--- src/rtl/mem_access_pkg.sv ---
// Shared definitions for the load/store RAM initiator: size codes, FSM states,
// byte-mask and misalignment helpers.
package mem_access_pkg;

    localparam logic [1:0] SZ_BYTE = 2'b00;
    localparam logic [1:0] SZ_HALF = 2'b01;
    localparam logic [1:0] SZ_WORD = 2'b10;
    localparam logic [1:0] SZ_RSVD = 2'b11;

    typedef enum logic [1:0] {
        ST_IDLE   = 2'd0,
        ST_ACCESS = 2'd1,
        ST_WAIT   = 2'd2,
        ST_RESP   = 2'd3
    } state_e;

    function automatic logic [3:0] byte_mask(input logic [1:0] size, input logic [1:0] off);
        logic [3:0] m;
        case (size)
            SZ_BYTE: m = 4'b0001 << off;
            SZ_HALF: m = 4'b0011 << off;
            default: m = 4'b1111;
        endcase
        return m;
    endfunction

    // Reserved size is reported through the same error path as misalignment.
    function automatic logic misaligned(input logic [1:0] size, input logic [1:0] off);
        logic e;
        case (size)
            SZ_BYTE: e = 1'b0;
            SZ_HALF: e = off[0];
            SZ_WORD: e = (off != 2'b00);
            default: e = 1'b1;
        endcase
        return e;
    endfunction

endpackage

--- src/rtl/mem_access_master_lsu_lane_extract.sv ---
// Load-data lane selection with sign/zero extension; purely combinational.
module lsu_lane_extract
    import mem_access_pkg::*;
(
    input  logic [31:0] rdata_i,
    input  logic [1:0]  off_i,
    input  logic [1:0]  size_i,
    input  logic        signed_i,
    output logic [31:0] result_o
);

    logic [7:0]  byte_sel;
    logic [15:0] half_sel;

    always_comb begin
        byte_sel = rdata_i[{off_i, 3'b000} +: 8];
        half_sel = off_i[1] ? rdata_i[31:16] : rdata_i[15:0];
        case (size_i)
            SZ_BYTE: result_o = {{24{signed_i & byte_sel[7]}}, byte_sel};
            SZ_HALF: result_o = {{16{signed_i & half_sel[15]}}, half_sel};
            default: result_o = rdata_i;
        endcase
    end

endmodule

--- src/rtl/mem_access_master.sv ---
// Load/store initiator owning the single-cycle data RAM port.
// Define MEM_ACCESS_SYNC_RAM_EN for a RAM with registered read (adds a WAIT state).
module mem_access_master
    import mem_access_pkg::*;
#(
    parameter int ADDR_W = 10
) (
    input  logic              clk,
    input  logic              resetn,
    input  logic              req_valid,
    output logic              req_ready,
    input  logic              req_wr,
    input  logic [1:0]        req_size,
    input  logic              req_signed,
    input  logic [ADDR_W+1:0] req_addr,
    input  logic [31:0]       req_wdata,
    output logic              rsp_valid,
    input  logic              rsp_ready,
    output logic [31:0]       rsp_rdata,
    output logic              rsp_err,
    output logic              ram_en,
    output logic [3:0]        ram_wen,
    output logic [ADDR_W-1:0] ram_addr,
    output logic [31:0]       ram_wdata,
    input  logic [31:0]       ram_rdata
);

    state_e            state_q;
    logic              wr_q;
    logic [1:0]        size_q;
    logic              signed_q;
    logic [ADDR_W+1:0] addr_q;
    logic [31:0]       wdata_q;
    logic              rsp_valid_q;
    logic              rsp_err_q;
    logic [31:0]       rsp_rdata_q;
    logic              ram_en_q;
    logic [3:0]        ram_wen_q;

    logic              req_err;
    logic [31:0]       wdata_rep;
    logic [31:0]       load_data;
    logic [31:0]       rsp_rdata_d;

    assign req_err = misaligned(req_size, req_addr[1:0]);

    // Store data is replicated across lanes at accept time so the RAM bus holds it afterwards.
    always_comb begin
        case (req_size)
            SZ_BYTE: wdata_rep = {4{req_wdata[7:0]}};
            SZ_HALF: wdata_rep = {2{req_wdata[15:0]}};
            default: wdata_rep = req_wdata;
        endcase
    end

    lsu_lane_extract u_extract (
        .rdata_i  (ram_rdata),
        .off_i    (addr_q[1:0]),
        .size_i   (size_q),
        .signed_i (signed_q),
        .result_o (load_data)
    );

    assign rsp_rdata_d = wr_q ? 32'd0 : load_data;

    always_ff @(posedge clk or negedge resetn) begin
        if (!resetn) begin
            state_q     <= ST_IDLE;
            wr_q        <= 1'b0;
            size_q      <= 2'b00;
            signed_q    <= 1'b0;
            addr_q      <= '0;
            wdata_q     <= 32'd0;
            rsp_valid_q <= 1'b0;
            rsp_err_q   <= 1'b0;
            rsp_rdata_q <= 32'd0;
            ram_en_q    <= 1'b0;
            ram_wen_q   <= 4'b0000;
        end else begin
            case (state_q)
                ST_IDLE: begin
                    if (req_valid) begin
                        wr_q     <= req_wr;
                        size_q   <= req_size;
                        signed_q <= req_signed;
                        addr_q   <= req_addr;
                        wdata_q  <= wdata_rep;
                        if (req_err) begin
                            state_q     <= ST_RESP;
                            rsp_valid_q <= 1'b1;
                            rsp_err_q   <= 1'b1;
                            rsp_rdata_q <= 32'd0;
                        end else begin
                            state_q   <= ST_ACCESS;
                            ram_en_q  <= 1'b1;
                            ram_wen_q <= req_wr ? byte_mask(req_size, req_addr[1:0]) : 4'b0000;
                        end
                    end
                end
                ST_ACCESS: begin
                    ram_en_q  <= 1'b0;
                    ram_wen_q <= 4'b0000;
`ifdef MEM_ACCESS_SYNC_RAM_EN
                    state_q   <= ST_WAIT;
`else
                    state_q     <= ST_RESP;
                    rsp_valid_q <= 1'b1;
                    rsp_err_q   <= 1'b0;
                    rsp_rdata_q <= rsp_rdata_d;
`endif
                end
                ST_WAIT: begin
`ifdef MEM_ACCESS_SYNC_RAM_EN
                    state_q     <= ST_RESP;
                    rsp_valid_q <= 1'b1;
                    rsp_err_q   <= 1'b0;
                    rsp_rdata_q <= rsp_rdata_d;
`else
                    state_q     <= ST_IDLE;
`endif
                end
                ST_RESP: begin
                    if (rsp_ready) begin
                        state_q     <= ST_IDLE;
                        rsp_valid_q <= 1'b0;
                    end
                end
                default: state_q <= ST_IDLE;
            endcase
        end
    end

    assign req_ready = (state_q == ST_IDLE);
    assign rsp_valid = rsp_valid_q;
    assign rsp_rdata = rsp_rdata_q;
    assign rsp_err   = rsp_err_q;
    assign ram_en    = ram_en_q;
    assign ram_wen   = ram_wen_q;
    assign ram_addr  = addr_q[ADDR_W+1:2];
    assign ram_wdata = wdata_q;

endmodule

--- config.mk ---
export PLATFORM = sky130hd
export DESIGN_NAME = mem_access_master
export DESIGN_NICKNAME = d
export VERILOG_FILES = /design/src/rtl/mem_access_pkg.sv /design/src/rtl/mem_access_master_lsu_lane_extract.sv /design/src/rtl/mem_access_master.sv
export SDC_FILE = /design/constraint.sdc
export NUM_CORES = 1
export LEC_CHECK = 0
export CAP_MARGIN = 20
export CORE_ASPECT_RATIO = 0.9
export CORE_MARGIN = 2
export CORE_UTILIZATION = 48
export DETAILED_ROUTE_END_ITERATION = 12
export PLACE_DENSITY = 0.95
export SLEW_MARGIN = 25
export SYNTH_ARGS = -nofsm -noshare
export SYNTH_HDL_FRONTEND = slang
export SYNTH_SLANG_ARGS = --single-unit
--- constraint.sdc ---
create_clock -name clk -period 2.4 [get_ports clk]
set_input_delay 0.48 -clock clk [delete_from_list [all_inputs] [get_ports clk]]
set_output_delay 0.48 -clock clk [all_outputs]
set_load 0.01 [all_outputs]
==> results.sh <==
export IMPL_rr_worst_depth=4
export IMPL_p_per_area_nw_per_um2=1160
export IMPL_cts_root_buf="clkbuf_8"
export IMPL_synthTopCellsByCount="96 x nand2_1, 89 x dfrtp_1, 37 x nor2_1"
export IMPL_final_nets=667
export IMPL_htreeDepth=3
export IMPL_syn_area_um2=4290
export IMPL_finalSetupViolCount=0
export IMPL_num_rows=32
export IMPL_hold_violations=0
export IMPL_crit_fanout=18
export IMPL_cp_start_kind="register"
export IMPL_cts_buffers=9
export IMPL_drc=0
export IMPL_cp_arrival_ps=2280
export IMPL_antenna_left=0
export IMPL_grt_total_usage_pct=26.2
export IMPL_min_period_ps=1990
export IMPL_core_area_um2=8610
export IMPL_dieArea_um2=9710
export IMPL_path_class="register to register"
export IMPL_crit_path_max_incr_delay_ps=560
export IMPL_status="complete, no violations"
export IMPL_start_util_pct=49.8
export IMPL_die_w_um=104
export IMPL_fin_cells=706
export IMPL_maxSlewHeadroom_pct=50.3
export IMPL_synth_edf_count=0
export IMPL_slew_viol_final=0
export IMPL_synth_area_leaders="dfrtp_1 52%, nand2_1 8.4%, mux2i_1 7.9%, a221o_1 3.7%, a21oi_1 3.3%"
export IMPL_cts_clk_slew_worst_paths_ps=90
export IMPL_leakage_nw=2.75
export IMPL_async_reset_ff_share_pct=100
export IMPL_post_route_period_util_pct=82.8
export IMPL_crit_start="state_q[1]$_DFFE_PN0P_"
export IMPL_synth_cell_types=36
export IMPL_path_cells="nand2b_2 > nor2_4 > and2_1 > a221o_1"
export IMPL_syn_to_final_growth_pct=44.7
export IMPL_routed_via_density=5.53
export IMPL_pre_cts_slack_ps=139
export IMPL_dp_hpwl_um=9310
export IMPL_io_pins=166
export IMPL_max_vdd_ir_drop_v=0.000749
export IMPL_regToRegEndpoint="rsp_rdata[31]$_DFFE_PN0P_"
export IMPL_ctsLongestPathBuffers=2
export IMPL_place_port_buffers=165
export IMPL_grt_pass1_wl_um=20100
export IMPL_dr_pass1_iters=6
export IMPL_cp_data_required_time_ps=2690
export IMPL_post_cts_buffers=0
export IMPL_num_vias=3902
export IMPL_total_power_mw=7.20
export IMPL_dp_cells=691
export IMPL_ff2ff_setup_slack_ps=410
export IMPL_postSynthAreaPerCell_um2=9.88
export IMPL_setup_tns_ps=0
export IMPL_yosysTopAreaCellShare_pct=51.9
export IMPL_rsz0062_at_grt="no"
export IMPL_synth_most_common_cell="nand2_1"
export IMPL_cap_violations=0
export IMPL_synth_warnings=0
export IMPL_dr_first_iter_drc_count=160
export IMPL_setup_slack_ps=413
export IMPL_r2r_start="state_q[1]$_DFFE_PN0P_"
export IMPL_synth_cells=434
export IMPL_tightest_slew_ps=746
export IMPL_fin_util_pct=72.1
export IMPL_slowest_stage="and2_1"
export IMPL_end_kind="register"
export IMPL_wl_um=12500
export IMPL_synth_seq_cells=89
export IMPL_diodes=0
export IMPL_ys_flop_type="dfrtp_1"
export IMPL_place_congestion=0.854
export IMPL_cts_sinks=89
export IMPL_antenna_found_initial=0
export IMPL_clk_latency_ps=350
export IMPL_layout_drive_gt1_share_pct=8.18
export IMPL_synth_fp_nets=518
export IMPL_worst_clock_skew_ps=9.05
export IMPL_wl_per_cell_um=17.8
export IMPL_grt_pass1_vias=3946
export IMPL_cts_hold_buf=0
export IMPL_max_freq_ghz=0.503
export IMPL_grt_max_degree=59
export IMPL_hold_path_class="input port to asynchronous set/reset pin"
export IMPL_ctsResizeCount=0
export IMPL_grt_remaining_overflow=0
export IMPL_die_h_um=93.7
export IMPL_cts_tree="built"
export IMPL_ys_seq_area_share_pct=51.9
export IMPL_synth_top_cell_by_area="dfrtp_1"
[flip-flops by register name, indices dropped and copies added (netlist names)]
register / count
size_q: 2
rsp_err: 1
ram_en: 1
ram_wdata: 32
signed_q: 1
wr_q: 1
addr_q: 12
state_q: 2
ram_wen: 4
rsp_rdata: 32
rsp_valid: 1
[critical path: cells and delay by family, from the launching register on]
family           cells  cell delay, ps
AO/OA/AOI/OAI        1             270
AND/OR/NAND/NOR      3            1210
flip-flops           1             450
[area by class of cell]
type | count | area [um^2]
Fill cell | 577 | 2400
Timing Repair Buffer | 178 | 1780
Sequential cell | 89 | 2230
Clock inverter | 6 | 67.6
Inverter | 3 | 11.3
Clock buffer | 9 | 124
Tap cell | 119 | 149
Multi-Input combinational cell | 302 | 1840
[layer usage]
| metal | share of wire [%] | up-vias | wire length (um) | global-route usage, % |
|---|---|---|---|---|
| met5 | 0 | - | 0 | 0 |
| met4 | 1.5 | 0 | 191 | 7.55 |
| met3 | 11 | 22 | 1360 | 9.85 |
| met2 | 48 | 224 | 6040 | 44.0 |
| met1 | 39 | 1877 | 4950 | 31.9 |
| li1 | - | 1779 | - | - |
[metrics by stage]
step | hold slack (ps) | area (um^2)
after floorplan | 184 | 4290
after CTS | 102 | 6210
after global routing | 115 | 6210
after detailed placement | 463 | 6010
after global placement | 458 | 6010
final | 97.7 | 6210
[cells in the final DEF, fill, tap and decap left out, types with 11 or more instances in the layout]
master,n
a21oi_1,28
a221o_1,16
buf_4,11
clkdlybuf4s50_1,164
dfrtp_1,89
mux2i_1,34
nand2_1,96
nand2b_1,17
nor2_1,37
o21ai_0,21
[power by group]
| group | total, mW | switching, mW | internal [mW] |
|---|---|---|---|
| combinational | 3.54 | 1.66 | 1.88 |
| sequential | 2.64 | 0.498 | 2.14 |
| clock | 1.02 | 0.545 | 0.479 |
| total | 7.20 | 2.70 | 4.50 |
[logic make-up (layout without fill, tap and decap cells)]
| logic type | Yosys count | in the layout | share of synthesized area [%] |
|---|---|---|---|
| flip-flops | 89 | 89 | 51.9 |
| multiplexers | 44 | 44 | 10.8 |
| AND/OR/NAND/NOR | 171 | 171 | 17.5 |
| buffers and inverters | 43 | 196 | 5.37 |
| AO/OA/AOI/OAI | 87 | 87 | 14.4 |
[worst max-delay path by stage]
| stage | slack, ps | cells past startpoint | end |
|---|---|---|---|
| 5_1_grt | 240 | 4 | rsp_rdata[1]$_DFFE_PN0P_ |
| 3_3_place_gp | 220 | 5 | rsp_rdata[13]$_DFFE_PN0P_ |
| 2_1_floorplan | 710 | 6 | rsp_rdata[28]$_DFFE_PN0P_ |
| 4_1_cts | 410 | 2 | req_ready |
| 6_report | 410 | 4 | rsp_rdata[31]$_DFFE_PN0P_ |
| 3_5_place_dp | 140 | 6 | rsp_rdata[31]$_DFFE_PN0P_ |
No activity file was read; power rests on OpenSTA's default activity.
